$ cat config.mk
export PLATFORM = sky130hd
export DESIGN_NAME = vote_tally_rx
export DESIGN_NICKNAME = d
export VERILOG_FILES = /design/src/rtl/vote_link_pkg.sv /design/src/rtl/uart_rx_byte.sv /design/src/rtl/vote_tally_rx.sv
export SDC_FILE = /design/constraint.sdc
export NUM_CORES = 1
export LEC_CHECK = 0
export ABC_AREA = 0
export CAP_MARGIN = 25
export CORE_MARGIN = 4
export CORE_UTILIZATION = 50
export DETAILED_ROUTE_END_ITERATION = 10
export DONT_BUFFER_PORTS = 1
export GPL_ROUTABILITY_DRIVEN = 0
export RECOVER_POWER = 50
export SLEW_MARGIN = 20
export SYNTH_ARGS = -nofsm -noshare
export SYNTH_HDL_FRONTEND = slang
export SYNTH_SLANG_ARGS = --single-unit
$ cat constraint.sdc
create_clock -name clk -period 3.9 [get_ports clk]
set_input_delay 0.78 -clock clk [delete_from_list [all_inputs] [get_ports clk]]
set_output_delay 0.78 -clock clk [all_outputs]
set_load 0.03 [all_outputs]
$ cat src/rtl/vote_link_pkg.sv
// Shared definitions for the vote-machine serial link: framing constants,
// receiver state encodings and the frame checksum used by both ends.
package vote_link_pkg;

  localparam logic [7:0] SYNC_BYTE = 8'hA5;
  localparam int         FRAME_LEN = 6;

  typedef enum logic [1:0] {
    BIT_IDLE,
    BIT_START,
    BIT_DATA,
    BIT_STOP
  } bit_state_t;

  typedef enum logic [2:0] {
    WAIT_HDR,
    GET_A,
    GET_B,
    GET_C,
    GET_D,
    GET_CHK
  } frame_state_t;

  // Modulo-256 sum of the four count bytes; the transmitter appends this as CHK.
  function automatic logic [7:0] frame_checksum(input logic [7:0] a,
                                                input logic [7:0] b,
                                                input logic [7:0] c,
                                                input logic [7:0] d);
    return a + b + c + d;
  endfunction

endpackage

$ cat src/rtl/uart_rx_byte.sv
// 8N1 UART byte receiver: two-flop synchroniser, mid-bit sampling bit FSM,
// one-cycle byte_valid / frame_err strobes.
module uart_rx_byte
  import vote_link_pkg::*;
#(
  parameter int CLKS_PER_BIT = 434
) (
  input  logic       clk,
  input  logic       reset,
  input  logic       uart_rx,
  output logic [7:0] data,
  output logic       byte_valid,
  output logic       frame_err
);

  localparam int               CNT_W     = $clog2(CLKS_PER_BIT);
  localparam logic [CNT_W-1:0] HALF_LAST = CNT_W'(CLKS_PER_BIT / 2 - 1);
  localparam logic [CNT_W-1:0] FULL_LAST = CNT_W'(CLKS_PER_BIT - 1);

  logic             sync_q1;
  logic             rx_s;
  bit_state_t       state;
  logic [CNT_W-1:0] cnt;
  logic [2:0]       bit_idx;
  logic [7:0]       shift;

  // NOTE: every register here, including the shift register, is a flop with
  // an async reset and is written only with <=; the synchroniser resets to the
  // idle-high line level so reset release never looks like a start bit.
  always_ff @(posedge clk or posedge reset) begin
    if (reset) begin
      sync_q1    <= 1'b1;
      rx_s       <= 1'b1;
      state      <= BIT_IDLE;
      cnt        <= '0;
      bit_idx    <= '0;
      shift      <= '0;
      data       <= '0;
      byte_valid <= 1'b0;
      frame_err  <= 1'b0;
    end else begin
      sync_q1    <= uart_rx;
      rx_s       <= sync_q1;
      byte_valid <= 1'b0;
      frame_err  <= 1'b0;
      case (state)
        BIT_IDLE: begin
          cnt <= '0;
          if (!rx_s) state <= BIT_START;
        end
        BIT_START: begin
          if (cnt == HALF_LAST) begin
            cnt     <= '0;
            bit_idx <= '0;
            state   <= rx_s ? BIT_IDLE : BIT_DATA;
          end else begin
            cnt <= cnt + 1'b1;
          end
        end
        BIT_DATA: begin
          if (cnt == FULL_LAST) begin
            cnt   <= '0;
            shift <= {rx_s, shift[7:1]};
            if (bit_idx == 3'd7) state <= BIT_STOP;
            else                 bit_idx <= bit_idx + 1'b1;
          end else begin
            cnt <= cnt + 1'b1;
          end
        end
        BIT_STOP: begin
          if (cnt == FULL_LAST) begin
            cnt   <= '0;
            state <= BIT_IDLE;
            if (rx_s) begin
              data       <= shift;
              byte_valid <= 1'b1;
            end else begin
              frame_err  <= 1'b1;
            end
          end else begin
            cnt <= cnt + 1'b1;
          end
        end
        default: state <= BIT_IDLE;
      endcase
    end
  end

endmodule

$ cat src/rtl/vote_tally_rx.sv
// Counting-station receiver: parses six-byte tally frames from the UART link
// and publishes the four candidate counts only when a frame checks out.
module vote_tally_rx #(
  parameter int         CLKS_PER_BIT = 434,
  parameter logic [7:0] SYNC_BYTE    = vote_link_pkg::SYNC_BYTE,
  parameter int         TIMEOUT_BITS = 20
) (
  input  logic       clk,
  input  logic       reset,
  input  logic       uart_rx,
  output logic [3:0] votecounta,
  output logic [3:0] votecountb,
  output logic [3:0] votecountc,
  output logic [3:0] votecountd,
  output logic [5:0] total_votes,
  output logic       frame_valid,
  output logic       frame_err,
  output logic       chk_err,
  output logic       timeout_err
);

  import vote_link_pkg::*;

  localparam int              TIMEOUT_CYCLES = TIMEOUT_BITS * CLKS_PER_BIT;
  localparam int              TO_W           = $clog2(TIMEOUT_CYCLES);
  localparam logic [TO_W-1:0] TO_LAST        = TO_W'(TIMEOUT_CYCLES - 1);

  logic [7:0]      rx_data;
  logic            rx_byte_valid;
  logic            rx_frame_err;
  frame_state_t    state;
  logic [7:0]      byte_a, byte_b, byte_c, byte_d;
  logic [TO_W-1:0] idle_cnt;
  logic            nibbles_ok;
  logic            chk_ok;
  logic [5:0]      total_next;

  uart_rx_byte #(
    .CLKS_PER_BIT(CLKS_PER_BIT)
  ) u_rx (
    .clk       (clk),
    .reset     (reset),
    .uart_rx   (uart_rx),
    .data      (rx_data),
    .byte_valid(rx_byte_valid),
    .frame_err (rx_frame_err)
  );

  // Evaluated while rx_data holds the CHK byte; A..D are already captured.
  assign nibbles_ok = ~|{byte_a[7:4], byte_b[7:4], byte_c[7:4], byte_d[7:4]};
  assign chk_ok     = nibbles_ok && (frame_checksum(byte_a, byte_b, byte_c, byte_d) == rx_data);
  assign total_next = 6'(byte_a[3:0]) + 6'(byte_b[3:0]) + 6'(byte_c[3:0]) + 6'(byte_d[3:0]);

  always_ff @(posedge clk or posedge reset) begin
    if (reset) begin
      state       <= WAIT_HDR;
      byte_a      <= '0;
      byte_b      <= '0;
      byte_c      <= '0;
      byte_d      <= '0;
      idle_cnt    <= '0;
      votecounta  <= '0;
      votecountb  <= '0;
      votecountc  <= '0;
      votecountd  <= '0;
      total_votes <= '0;
      frame_valid <= 1'b0;
      frame_err   <= 1'b0;
      chk_err     <= 1'b0;
      timeout_err <= 1'b0;
    end else begin
      frame_valid <= 1'b0;
      frame_err   <= 1'b0;
      chk_err     <= 1'b0;
      timeout_err <= 1'b0;
      // A framing error outranks a timeout; byte_valid and frame_err never coincide.
      if (rx_frame_err) begin
        frame_err <= 1'b1;
        state     <= WAIT_HDR;
        idle_cnt  <= '0;
      end else if (rx_byte_valid) begin
        idle_cnt <= '0;
        case (state)
          WAIT_HDR: if (rx_data == SYNC_BYTE) state <= GET_A;
          GET_A: begin byte_a <= rx_data; state <= GET_B; end
          GET_B: begin byte_b <= rx_data; state <= GET_C; end
          GET_C: begin byte_c <= rx_data; state <= GET_D; end
          GET_D: begin byte_d <= rx_data; state <= GET_CHK; end
          GET_CHK: begin
            state <= WAIT_HDR;
            if (chk_ok) begin
              votecounta  <= byte_a[3:0];
              votecountb  <= byte_b[3:0];
              votecountc  <= byte_c[3:0];
              votecountd  <= byte_d[3:0];
              total_votes <= total_next;
              frame_valid <= 1'b1;
            end else begin
              chk_err <= 1'b1;
            end
          end
          default: state <= WAIT_HDR;
        endcase
      end else if (state != WAIT_HDR) begin
        if (idle_cnt == TO_LAST) begin
          timeout_err <= 1'b1;
          state       <= WAIT_HDR;
          idle_cnt    <= '0;
        end else begin
          idle_cnt <= idle_cnt + 1'b1;
        end
      end
    end
  end

endmodule

## Word level (Yosys, flattened, before mapping)

Index checks and enable logic that the tools add are counted.

| operators by class | value |
|---|---|
| $add $sub $neg | 9 |
| eq/ne operators | 21 |
| multiplexer cells | 43 |
| bitwise operators | 1 |
| reductions and logical operators | 20 |

Operators by type and width:

| operator | count |
|---|---|
| two-way mux 14 bit | 4 |
| case mux 9 bit (3 select lines) | 1 |
| adder 8 bit | 3 |
| two-way mux 3 bit | 8 |
| two-way mux 1 bit | 19 |
| two-way mux 9 bit | 2 |
| AND reduction 3 bit | 6 |
| OR reduction 16 bit | 1 |
| case mux 3 bit (5 select lines) | 1 |
| adder 14 x 1 -> 14 bit (second input constant) | 1 |
| == test 14 bit (second input constant) | 1 |
| two-way mux 2 bit | 6 |
| adder 9 x 1 -> 9 bit (second input constant) | 1 |
| == test 3 bit (second input constant) | 3 |
| == test 9 x 8 -> 1 bit (second input constant) | 1 |
| == test 9 bit (second input constant) | 1 |
| nonzero test 3 bit | 3 |
| == test 8 bit | 1 |
| == test 8 bit (second input constant) | 1 |
| inequality test 2 x 1 -> 1 bit (second input constant) | 4 |
| case mux 2 bit (4 select lines) | 1 |
| AND reduction 4 bit | 2 |
| adder 5 x 4 -> 6 bit | 1 |
| adder 6 x 4 -> 6 bit | 1 |
| other kinds (18) | 21 |

| storage, ports and cells | value |
|---|---|
| flip-flop bits (word level) | 109 |
| bits of input ports | 3 |
| output and inout port bits | 26 |
| word-level logic and storage cells | 118 |

## Logic depth before layout (Yosys ltp)

Gate-level depths: netlist of the first run.

| logic depth | value |
|---|---|
| depth after elaboration | 9 |
| gate-level depth with buffers | 14 |
| depth with buffers taken out | 13 |

## Cells and area by module

A second synthesis of the first run with hierarchy kept.

| second synthesis, totals | value |
|---|---|
| cell total of the unflattened synthesis | 430 |
| area total of the unflattened synthesis | 5418.9 µm² |

By module, submodules not included:

| module | instances | cells each | area each (µm²) | seq. area each (µm²) |
|---|---|---|---|---|
| vote_tally_rx | 1 | 319 | 3918.8 | 1876.8 |
| uart_rx_byte | 1 | 111 | 1500.2 | 853.3 |

## Worst setup path before layout of the first run

OpenSTA, ideal clock, no wires.

| path | value |
|---|---|
| kind | register to register |
| start point | register byte_a[1] |
| end point | register total_votes[1] |
| setup time | 125 ps |
| arrival time | 3428 ps |
| data required time | 3775 ps |
| setup slack | 347 ps |
| stages on the path, launching flop included | 15 |
| buffers on the path | 1 |
| period minus slack after synthesis | 3553 ps |
| path through | dfrtp_1 > inv_1 > fa_1 > inv_1 > fa_1 > ha_1 > inv_1 > fa_1 > or2b_1 > a21oi_1 > o221ai_1 > a211oi_2 > nand4_2 > buf_6 > mux2_4 |

| between the ends | value |
|---|---|
| cells in the longest elaborated chain, start to end | 6 |
| elaborated cells on any way between the ends | 9 |
| those cells by class | add/sub (6); eq/ne (1); reduce/logical (2) |

Ends and longest elaborated chain:

| what | line | text |
|---|---|---|
| from (decl) | vote_tally_rx.sv:32 | `logic [7:0] byte_a, byte_b, byte_c, byte_d;` |
| from (signal assigned) | vote_tally_rx.sv:57 | `byte_a <= '0;` |
| from (signal assigned) | vote_tally_rx.sv:85 | `GET_A: begin byte_a <= rx_data; state <= GET_B; end` |
| adder 8 bit (3 in series) | vote_link_pkg.sv:29 | `return a + b + c + d;` |
| == test 8 bit | vote_tally_rx.sv:51 | `assign chk_ok = nibbles_ok && (frame_checksum(byte_a, byte_b, byte_c, byte_d) == rx_data);` |
| logical AND 1 bit | vote_tally_rx.sv:51 |  |
| AND reduction 4 bit (no source line) | - |  |
| to (signal assigned) | vote_tally_rx.sv:96 | `total_votes <= total_next;` |
| to (decl) | vote_tally_rx.sv:15 | `output logic [5:0] total_votes,` |

Parallel ways exist; a longest one is shown, timed or not.
A chain may end at the register's enable or synchronous reset.

## Worst setup path after layout of the first run

| path | value |
|---|---|
| start point | register byte_a[1] |
| end point | register votecountd[2] |

| between the ends | value |
|---|---|
| cells in the longest elaborated chain, start to end | 6 |

Ends and longest elaborated chain:

| what | line | text |
|---|---|---|
| adder 8 bit (3 in series) | vote_link_pkg.sv:29 |  |
| == test 8 bit | vote_tally_rx.sv:51 |  |
| logical AND 1 bit | vote_tally_rx.sv:51 |  |
| AND reduction 4 bit (no source line) | - |  |
| to (signal assigned) | vote_tally_rx.sv:95 | `votecountd <= byte_d[3:0];` |
| to (decl) | vote_tally_rx.sv:14 | `output logic [3:0] votecountd,` |

Every way passes these cells.

==> implementation parameters, run 1 <==
Parameter                              Value

Synthesis
  Adder-cell area share of the yosys netlist    8.42%
  Post-synthesis sequential area ratio    50.5%
  Number of nets in the synthesized netlist    475
  Total standard cell area after synthesis    5410 um2
  Synthesized-area fraction occupied by and/or/nand/nor cells    11.7%
  Post-Syn Instances    444
  Multiplexer area fraction after synthesis    15.8%
  Post-synthesis share of cell area spent on xor and xnor gates    5.65%
  Number of synthesized flops with an enable pin    0
  Compound-cell area share of the yosys netlist    4.19%
  Async set or reset register ratio after synthesis    100%
  Leading register cell type out of synthesis    dfrtp_1
  Register bit total from synthesis    109
  Synthesized area divided by synthesized cell count    12.2 um2
  Largest family of logic cells by synthesized area    multiplexers
  Synthesis warning total    0
  Count of different cell masters after synthesis    49

Power
  Switching power summed over all nets    411 uW
  Internal Pwr Total    1.45 mW
  Power per unit of standard cell area    312 nW/um2
  Leakage    2.96 nW
  Gate power share    1.2%
  Part of the power in registers    60.7%
  Total power    1.86 mW
  Maximum vdd ir drop    217 uV
  Switching part of the total    22.1%
  Portion of total power attributed to the clock network    38.1%

Cells and area
  Fill cell instance count of the final layout    892
  Area grow syn2layout    10.6%
  Multi-input combinational cell area    2510 um2
  Final cell count without fillers    603
  N_diodes    0
  Leading cell types in the layout, fill and taps excluded    dfrtp_1, mux2_2, nor2_1, inv_1, nand2_1
  Most common library cell in the layout ignoring fill and taps    dfrtp_1
  Ratio of cells with drive above 1 in the final layout    26.6%
  Fin nets    493
  Flip-flop and latch area    2730 um2

Global routing
  Pin count of the biggest net entering global routing    54
  Vias in the first global route    3274
  Overall global routing resource usage    16.6%
  Number of antenna violations at the first check in global routing    0
  GRT overflow    0
  First-pass GRT wire length    16800 um

Route
  Post-detailed-route count of antenna-violating nets    0
  Per-cell via count in the routed design    5.33
  First-pass DRT Iterations    4
  Wire length per cell after detailed routing    16.5 um
  Routed via count    3215
  Iteration-0 DRC Markers    146
  Final WL    9930 um
  Number of DRC violations after detailed routing    0

Clock tree
  Number of buffers added by the clock tree synthesis step    9
  CTS clock-pin slew for the worst setup and hold paths    100 ps
  Max clock buf depth    2
  Level count of the clock H-tree    3
  Clock latency on the worst-skew pair    370 ps
  Root buffer cell    clkbuf_8
  Clock sinks    109
  TritonCTS clock tree    built

Critical path
  Endpoint of the most critical register-to-register path    votecountd[2]
  Data arrival, critical path    4100 ps
  Crit end category    flip-flop
  Setup slack of the most critical reg-to-reg path    70 ps
  Maximum fanout count along the critical path    5
  Kind of critical path    reg2reg
  Data required, critical path    4160 ps
  Startpoint of the most critical register-to-register path    byte_a[1]
  Cells on worst reg2reg path    15
  Worst setup SP type    flip-flop

Hold path
  Count of cells along the worst hold path    0
  Origin of the worst min-delay path    u_rx.sync_q1
  Hold Path Sink    u_rx.rx_s
  Worst min-delay path category    reg2reg

STA
  Unrepaired setup endpoints after global routing    true
  Normalized max-slew margin    -54.1%
  Hold violation total from the final report    0
  Final total negative setup slack    0 ps
  Worst Skew    7.45 ps
  Max Slew Vio Count    54
  Slew at the pin closest to its max-slew limit    2300 ps
  Setup violators final    0
  Upper clock frequency limit    261 MHz
  Post-route clock period utilization    98.3%
  Worst slack on hold paths    363 ps
  Clock period minus final worst setup slack    3830 ps

Die
  Die Outline Area    12500 um2
  Die span in y    112 um
  Die outline width    112 um
  Boundary Pins    29
  Area of the core region    10400 um2
  Std cell rows    37
  Starting density of the core    51.9%

Placement
  Post-DP HPWL    6830 um
  Buffers on Ports    0
  Placed instance count    572

Job
  Total of max-cap violations    1

Outcome
  Status    finished with violations
  Violations in the final reports    max-capacitance violations, max-slew violations
==> power groups by stage <==
stage          Clock (mW)  Sequential [mW]  Combinational, mW
5_1_grt             0.783             1.13             0.0285
4_1_cts             0.736             1.13             0.0260
2_1_floorplan           0             1.15             0.0171
3_5_place_dp            0             1.15             0.0260
6_report            0.710             1.13             0.0227
3_3_place_gp            0             1.15             0.0255
==> area by class of cell <==
| cell class | instances | area share, % |
|---|---|---|
| well taps | 136 | 2.84 |
| flip-flops and latches | 109 | 45.6 |
| repair buffers | 21 | 3.76 |
| inverters | 36 | 2.28 |
| clock inverters | 6 | 1.19 |
| multi-input cells | 285 | 42.0 |
| clock buffers | 10 | 2.30 |
==> worst max-delay path by stage <==
| stage | start | endpoint | slack (ps) | cells after the start |
|---|---|---|---|---|
| after floorplan | reset | asynchronous set/reset pin | 250 | 1 |
| after global placement | byte_a[2] | votecountc[2] | 210 | 12 |
| after detailed placement | byte_a[2] | votecountb[2] | 140 | 12 |
| after CTS | byte_a[1] | votecountb[2] | 110 | 14 |
| after global routing | byte_a[1] | total_votes[0] | -60 | 15 |
| final | byte_a[1] | votecountd[2] | 70 | 15 |
==> worst max-delay path, cell delays in order, from the launching register on <==
cell       delay, ps
dfrtp_1          370
inv_2             50
fa_1             540
inv_2             40
fa_1             490
ha_2             190
inv_2             50
fa_2             380
or2b_1           280
a21oi_2          160
o221ai_2         120
a211oi_2         260
nand4_2          170
buf_6            180
clkbuf_16        150
mux2_4           290
==> flip-flops by register name, summed over array words and instances, names as in the netlist, 4 cells and up, named ones only <==
| register | cells |
|---|---|
| byte_a | 8 |
| byte_b | 8 |
| byte_c | 8 |
| byte_d | 8 |
| idle_cnt | 14 |
| total_votes | 6 |
| u_rx.cnt | 9 |
| u_rx.data | 8 |
| u_rx.shift | 8 |
| votecounta | 4 |
| votecountb | 4 |
| votecountc | 4 |
| votecountd | 4 |
==> metrics by stage <==
step | cell area (um2) | worst slack (ps) | util (%)
after floorplan | 5410 | 249 | -
after global placement | 5570 | 206 | 53.5
after detailed placement | 5570 | 142 | 53.5
after CTS | 5780 | 111 | 55.5
after global routing | 5980 | -56.7 | 57.4
final | 5980 | 67.1 | 57.4
==> cells by family after synthesis <==
family,after synthesis
AOI/OAI and AO/OA,32
xor gates and xnor gates,34
adders and majority gates,28
buffers and inverters,50
DFF,109
muxes,70
and+or+nand+nor,121
==> synthesized netlist by cell type, drive strengths merged, types with 5 or more instances <==
master,instances,area share (%)
dfrtp,107,50
mux2,67,15
inv,36,2.5
nor2,35,2.4
nand2,22,1.5
xnor2,18,3.1
xor2,16,2.6
nand3,15,1.4
fa,14,5.2
ha,14,3.2
clkbuf,11,0.76
a21oi,8,0.74
and3,8,1.0
o21ai,8,0.74
nor4,7,0.81
nand4,6,0.81
nor3,5,0.46
==> timing repair <==
| action | 4_1_cts | 5_1_grt |
|---|---|---|
| hold buffers | 0 | 0 |
| resized for setup | 0 | 20 |
| setup endpoints to repair | 0 | 20 |
| buffers inserted | 0 | 13 |
==> metal layers <==
layer | GRT usage, % | part of all wire [%]
met5 | 0 | 0
met4 | 5.77 | 1.7
met3 | 2.88 | 2.2
met2 | 24.5 | 45
met1 | 24.9 | 51
Power figures use the tool's default switching activity.
==> inputs of run 2 (changes only) <==
--- a/config.mk
+++ b/config.mk
@@ -13,6 +13,7 @@
 export DONT_BUFFER_PORTS = 1
 export GPL_ROUTABILITY_DRIVEN = 0
 export RECOVER_POWER = 50
+export REMOVE_ABC_BUFFERS = 1
 export SLEW_MARGIN = 20
 export SYNTH_ARGS = -nofsm -noshare
 export SYNTH_HDL_FRONTEND = slang
==> implementation parameters, run 2 (synthesis gave the netlist of run 1 again) <==
Parameter                              Value

Global routing
  Met3 layer usage reported by global route    5.71% (+2.8 points)
  Overall global routing resource usage    16.5% (-0.13 points)
  GRT overflow    0 (unchanged)
  Met2 track demand over resource in global routing    25.0% (+0.44 points)
  First-pass GRT wire length    16400 um (-2.4%)
  Global Route met1 Usage    23.4% (-1.5 points)
  Pin count of the biggest net entering global routing    58 (+7.4%)
  Vias in the first global route    3217 (-1.7%)
  Most utilized layer in the global route result    met2
  Number of antenna violations at the first check in global routing    0 (unchanged)

Critical path
  Worst setup SP type    flip-flop
  Kind of critical path    reg2reg
  Worst path cell trace    inv_1 > fa_1 > fa_1 > inv_1 > ha_1 > nand3_1 > and3_4 > or4_4 > a211oi_4 > nand4_4 > clkbuf_16 > mux2_4
  Cell type of the slowest stage on the worst timing path    fa_1
  Crit end category    flip-flop
  Data arrival, critical path    4010 ps (-90 ps)
  Maximum fanout count along the critical path    6 (+1)
  Data required, critical path    4170 ps (about the same)
  Largest stage delay on the critical path    570 ps (+30 ps)

STA
  Worst Skew    11.0 ps (+3.59 ps)
  Hold violation total from the final report    0 (unchanged)
  Minimum setup slack in the final design    156 ps (+89.0 ps)
  Clock period minus final worst setup slack    3740 ps (-89.0 ps)
  Normalized max-slew margin    -65.3% (-11 points)
  Slew at the pin closest to its max-slew limit    2470 ps (+167 ps)
  Setup violators final    0 (unchanged)
  Upper clock frequency limit    267 MHz (+2.4%)
  Post-route clock period utilization    96.0% (-2.3 points)
  Max Slew Vio Count    58 (+7.4%)
  Final total negative setup slack    0 ps (unchanged)
  Worst slack on hold paths    361 ps (-2.06 ps)

Route
  Number of DRC violations after detailed routing    0 (unchanged)
  Per-cell via count in the routed design    5.33 (about the same)
  Iteration-0 DRC Markers    177 (+21%)
  Routed via count    3158 (-1.8%)
  First-pass DRT Iterations    4 (unchanged)
  Final WL    9980 um (+0.53%)
  Post-detailed-route count of antenna-violating nets    0 (unchanged)
  Wire length per cell after detailed routing    16.9 um (+2.4%)

Cells and area
  N_diodes    0 (unchanged)
  Most common library cell in the layout ignoring fill and taps    dfrtp_1
  Flip-flop and latch area    2730 um2 (unchanged)
  Register name with the most flops    idle_cnt
  Number of flip-flops in the largest register    14 (unchanged)
  Final Core Density    56.0% (-1.4 points)
  Leading cell types in the layout, fill and taps excluded    dfrtp_1, mux2_2, nor2_1, inv_1, nand2_1
  Post-route design area    5840 um2 (-2.5%)
  Final cell count without fillers    592 (-1.8%)
  Largest regs    idle_cnt x14, u_rx.cnt x9
  Multi-input combinational cell area    2530 um2 (+0.55%)
  Area grow syn2layout    7.91%
  Fin nets    482 (-2.2%)
  Fill cell instance count of the final layout    858 (-3.8%)
  Ratio of cells with drive above 1 in the final layout    23.5% (-3.1 points)

Hold path
  Worst min-delay path category    reg2reg

Job
  Total of max-cap violations    1 (unchanged)

Die
  Area of the core region    10400 um2 (unchanged)
  Boundary Pins    29 (unchanged)
  Die Outline Area    12500 um2 (unchanged)
  Starting density of the core    51.9% (unchanged)
  Std cell rows    37 (unchanged)
  Die outline width    112 um (unchanged)
  Die span in y    112 um (unchanged)

Power
  Gate power share    1.3% (about the same)
  Part of the power in registers    63.5% (+2.8 points)
  Switching power summed over all nets    399 uW (-3.1%)
  Switching part of the total    22.4% (+0.30 points)
  Portion of total power attributed to the clock network    35.2% (-2.9 points)
  Internal Pwr Total    1.38 mW (-4.8%)
  Maximum vdd ir drop    323 uV (+49%)
  Total power    1.78 mW (-4.4%)
  Power per unit of standard cell area    305 nW/um2 (-2.0%)
  Leakage    2.87 nW (-3.1%)

Clock tree
  Hold buffer count at CTS    0 (unchanged)
  CTS clock-pin slew for the worst setup and hold paths    100 ps (about the same)
  Clock latency on the worst-skew pair    380 ps (about the same)
  Level count of the clock H-tree    3 (unchanged)
  Clock sinks    109 (unchanged)
  Max clock buf depth    2 (unchanged)
  Number of buffers added by the clock tree synthesis step    9 (unchanged)
  Root buffer cell    clkbuf_8
  TritonCTS clock tree    built

Placement
  Buffers on Ports    0 (unchanged)
  Placed instance count    571 (-0.17%)
  Post-DP HPWL    6860 um (+0.40%)
  Pre-CTS setup slack    161 ps (+19.2 ps)
  Standard cell area after detailed placement    5560 um2 (-0.13%)

Outcome
  Status    finished with violations
  Violations in the final reports    max-capacitance violations, max-slew violations
[run 2: changes by cell type in the layout (fill, tap and decap cells not counted), moves of 2 or more]
cell	before	now
buf_8	2	0
buf_4	11	5
inv_2	3	1
buf_6	3	1
clkbuf_1	1	4
inv_1	32	34
[run 2: per-layer routing]
metal,routed length (um),up-vias
met1,4960,1586
met3,370,4
li1,-,1526
met4,60,0
met5,0,-
met2,4600,42
[run 2: timing repair]
action,CTS,global route
resized for setup,0,10
endpoints found under the setup margin,0,20
setup buffers,0,3
[run 2: path summary, 6_finish.rpt]
check	start	to	slack [ps]	cells after the start
max in group asynchronous	reset	total_votes[0]	970	2
worst min register to register	u_rx.sync_q1	u_rx.rx_s	360	0
worst min-delay path	u_rx.sync_q1	u_rx.rx_s	360	0
min in group asynchronous	reset	idle_cnt[1]	940	1
worst max register to register	byte_a[2]	total_votes[3]	160	12
worst max-delay path	byte_a[2]	total_votes[3]	160	12
[run 2: cell type report]
class                   instances  share of cell area, %
clock buffers                  13                   2.55
clock inverters                 3                  0.364
inverters                      36                   2.34
multi-input cells             285                   43.3
flip-flops and latches        109                   46.8
well taps                     136                   2.92
repair buffers                 10                   1.76
[run 2: worst max-delay path: cells and delay by family (launching register included)]
| kind | cells | cell delay, ps |
|---|---|---|
| muxes | 1 | 290 |
| DFF | 1 | 360 |
| and+or+nand+nor | 4 | 1020 |
| adders and majority gates | 3 | 1370 |
| AOI/OAI and AO/OA | 1 | 250 |
| buffers and inverters | 3 | 340 |
[run 2: power by group through the flow]
stage | Clock, mW | Combinational [mW] | Sequential [mW]
after floorplan | 0 | 0.0171 | 1.15
after global placement | 0 | 0.0252 | 1.15
after detailed placement | 0 | 0.0256 | 1.15
after CTS | 0.654 | 0.0257 | 1.13
after global routing | 0.704 | 0.0283 | 1.13
final | 0.628 | 0.0226 | 1.13
==> inputs of run 3 (changes only) <==
--- a/config.mk
+++ b/config.mk
@@ -9,9 +9,11 @@
 export CAP_MARGIN = 25
 export CORE_MARGIN = 4
 export CORE_UTILIZATION = 50
+export CTS_CLUSTER_SIZE = 20
 export DETAILED_ROUTE_END_ITERATION = 10
 export DONT_BUFFER_PORTS = 1
 export GPL_ROUTABILITY_DRIVEN = 0
+export GPL_TIMING_DRIVEN = 0
 export RECOVER_POWER = 50
 export REMOVE_ABC_BUFFERS = 1
 export SLEW_MARGIN = 20
==> implementation parameters, run 3 (synthesis gave the netlist of run 1 again) <==
Parameter                              Value

STA
  Upper clock frequency limit    255 MHz (-4.4%)
  Max Slew Vio Count    53 (-8.6%)
  Minimum setup slack in the final design    -16.9 ps (-173 ps)
  Slew at the pin closest to its max-slew limit    2220 ps (-249 ps)
  Post-route clock period utilization    100% (+4.4 points)
  Final total negative setup slack    -89.9 ps (-89.9 ps)
  Setup violators final    7 (+7)
  Worst slack on hold paths    361 ps (-0.264 ps)
  Unrepaired setup endpoints after global routing    true
  Normalized max-slew margin    -48.6% (+17 points)
  Worst Skew    10.6 ps (-0.408 ps)
  Hold violation total from the final report    0 (unchanged)
  Clock period minus final worst setup slack    3920 ps (+173 ps)

Clock tree
  Root buffer cell    clkbuf_8
  CTS clock-pin slew for the worst setup and hold paths    100 ps (about the same)
  Clock sinks    109 (unchanged)
  TritonCTS clock tree    built
  Level count of the clock H-tree    3 (unchanged)
  Max clock buf depth    2 (unchanged)
  Number of buffers added by the clock tree synthesis step    9 (unchanged)
  Hold buffer count at CTS    0 (unchanged)
  Clock latency on the worst-skew pair    390 ps (about the same)

Placement
  Buffers on Ports    0 (unchanged)
  Standard cell area after detailed placement    5560 um2 (unchanged)
  Placed instance count    569 (-0.35%)
  Pre-CTS setup slack    -689 ps (-851 ps)
  Post-DP HPWL    6970 um (+1.6%)

Critical path
  Startpoint of the most critical register-to-register path    byte_a[2]
  Kind of critical path    reg2reg
  Endpoint of the most critical register-to-register path    votecountc[2]
  Crit end category    flip-flop
  Worst setup SP type    flip-flop
  Data required, critical path    4190 ps (+20 ps)
  Maximum fanout count along the critical path    6 (unchanged)
  Startpoint of the worst setup timing path    byte_a[2]
  Data arrival, critical path    4200 ps (+190 ps)
  Cells on worst reg2reg path    13 (+1)
  Setup slack of the most critical reg-to-reg path    -20 ps (-170 ps)

Cells and area
  N_diodes    0 (unchanged)
  Post-route design area    5950 um2 (+1.9%)
  Largest regs    idle_cnt x14, u_rx.cnt x9
  Most common library cell in the layout ignoring fill and taps    dfrtp_1
  Fin nets    486 (+0.83%)
  Number of flip-flops in the largest register    14 (unchanged)
  Register name with the most flops    idle_cnt
  Final cell count without fillers    596 (+0.68%)
  Fill cell instance count of the final layout    863 (+0.58%)
  Flip-flop and latch area    2730 um2 (unchanged)
  Leading cell types in the layout, fill and taps excluded    dfrtp_1, mux2_2, nor2_1, inv_1, nand2_1
  Area grow syn2layout    9.97%
  Ratio of cells with drive above 1 in the final layout    26.1% (+2.6 points)
  Final Core Density    57.1% (+1.1 points)
  Multi-input combinational cell area    2570 um2 (+1.7%)

Hold path
  Count of cells along the worst hold path    0 (unchanged)
  Origin of the worst min-delay path    u_rx.sync_q1
  Hold Path Sink    u_rx.rx_s
  Worst min-delay path category    reg2reg

Global routing
  Number of antenna violations at the first check in global routing    0 (unchanged)
  Vias in the first global route    3401 (+5.7%)
  Overall global routing resource usage    17.6% (+1.1 points)
  GRT overflow    0 (unchanged)
  First-pass GRT wire length    17400 um (+6.1%)
  Pin count of the biggest net entering global routing    59 (+1.7%)

Die
  Die Outline Area    12500 um2 (unchanged)
  Die outline width    112 um (unchanged)
  Std cell rows    37 (unchanged)
  Die span in y    112 um (unchanged)
  Area of the core region    10400 um2 (unchanged)
  Starting density of the core    51.9% (unchanged)
  Boundary Pins    29 (unchanged)

Power
  Internal Pwr Total    1.45 mW (+4.9%)
  Total power    1.86 mW (+4.3%)
  Part of the power in registers    60.9% (-2.6 points)
  Power per unit of standard cell area    313 nW/um2 (+2.3%)
  Switching part of the total    21.9% (-0.48 points)
  Leakage    2.92 nW (+1.6%)
  Portion of total power attributed to the clock network    37.9% (+2.7 points)
  Gate power share    1.2% (about the same)
  Switching power summed over all nets    407 uW (+2.1%)
  Maximum vdd ir drop    297 uV (-8.1%)

Route
  Routed via count    3266 (+3.4%)
  First-pass DRT Iterations    4 (unchanged)
  Iteration-0 DRC Markers    191 (+7.9%)
  Number of DRC violations after detailed routing    0 (unchanged)
  Met3 wire len    396 um (+7.0%)
  Uppermost metal layer occupied by signal nets    met4
  Routed met1 length    4860 um (-2.0%)
  Final WL    10400 um (+4.1%)
  Wire length per cell after detailed routing    17.4 um (+3.4%)
  Per-cell via count in the routed design    5.48 (+2.7%)
  Met2 wire length    4900 um (+6.7%)
  Post-detailed-route count of antenna-violating nets    0 (unchanged)

Job
  Total of max-cap violations    1 (unchanged)

Outcome
  Violations in the final reports    max-capacitance violations, max-slew violations, negative setup slack
  Status    finished with violations
## run 3: cell types whose count changed in the layout (fill, tap and decap cells not counted), moves of 2 or more
cell / before / now
buf_4: 5 / 7
inv_6: 0 / 2
inv_1: 34 / 31
clkbuf_1: 4 / 2
inv_2: 1 / 4
## run 3: worst max-delay path by stage
stage               depth (start not counted)        endpoint  slack (ps)
floorplan                                  13  total_votes[0]        -140
global placement                            1   votecountd[0]        -940
detailed placement                         13   votecountc[0]        -690
CTS                                        13   votecountc[2]          20
global route                               13   votecountc[1]        -150
finish                                     13   votecountc[2]         -20
## run 3: power by group through the flow
stage                     sequential [mW]  clock [mW]  combinational [mW]
after floorplan                      1.15           0              0.0171
after global placement               1.15           0              0.0234
after detailed placement             1.15           0              0.0277
after CTS                            1.13       0.733              0.0277
after global routing                 1.13       0.774              0.0276
final                                1.13       0.705              0.0219
## run 3: final cells by class
type | count | area share (%)
repair buffers | 13 | 2.36
inverters | 36 | 2.29
well taps | 136 | 2.86
flip-flops and latches | 109 | 45.9
clock buffers | 12 | 2.44
clock inverters | 4 | 0.926
multi-input cells | 286 | 43.2
## run 3: what timing repair did
| item | 4_1_cts | 5_1_grt |
|---|---|---|
| gates resized for setup | 14 | 9 |
| buffers inserted | 7 | 2 |
| cloned | 2 | 0 |
| pin swaps | 4 | 9 |
| setup endpoints to repair | 22 | 21 |
## run 3: routing by layer
metal / vias up / track usage [%]
li1: 1539 / -
met1: 1664 / 23.0
met2: 47 / 28.1
met3: 16 / 4.73
met4: 0 / 6.49
met5: - / 0
## run 3: worst max-delay path: stages, from the launching register on
cell      delay, ps
dfrtp_1         360
inv_1            70
fa_1            490
fa_2            590
inv_1            60
ha_1            280
nand3_1         110
and3_4          200
or4_4           540
a211oi_4        330
buf_6           160
nand4_4         120
buf_8           190
mux2_4          290
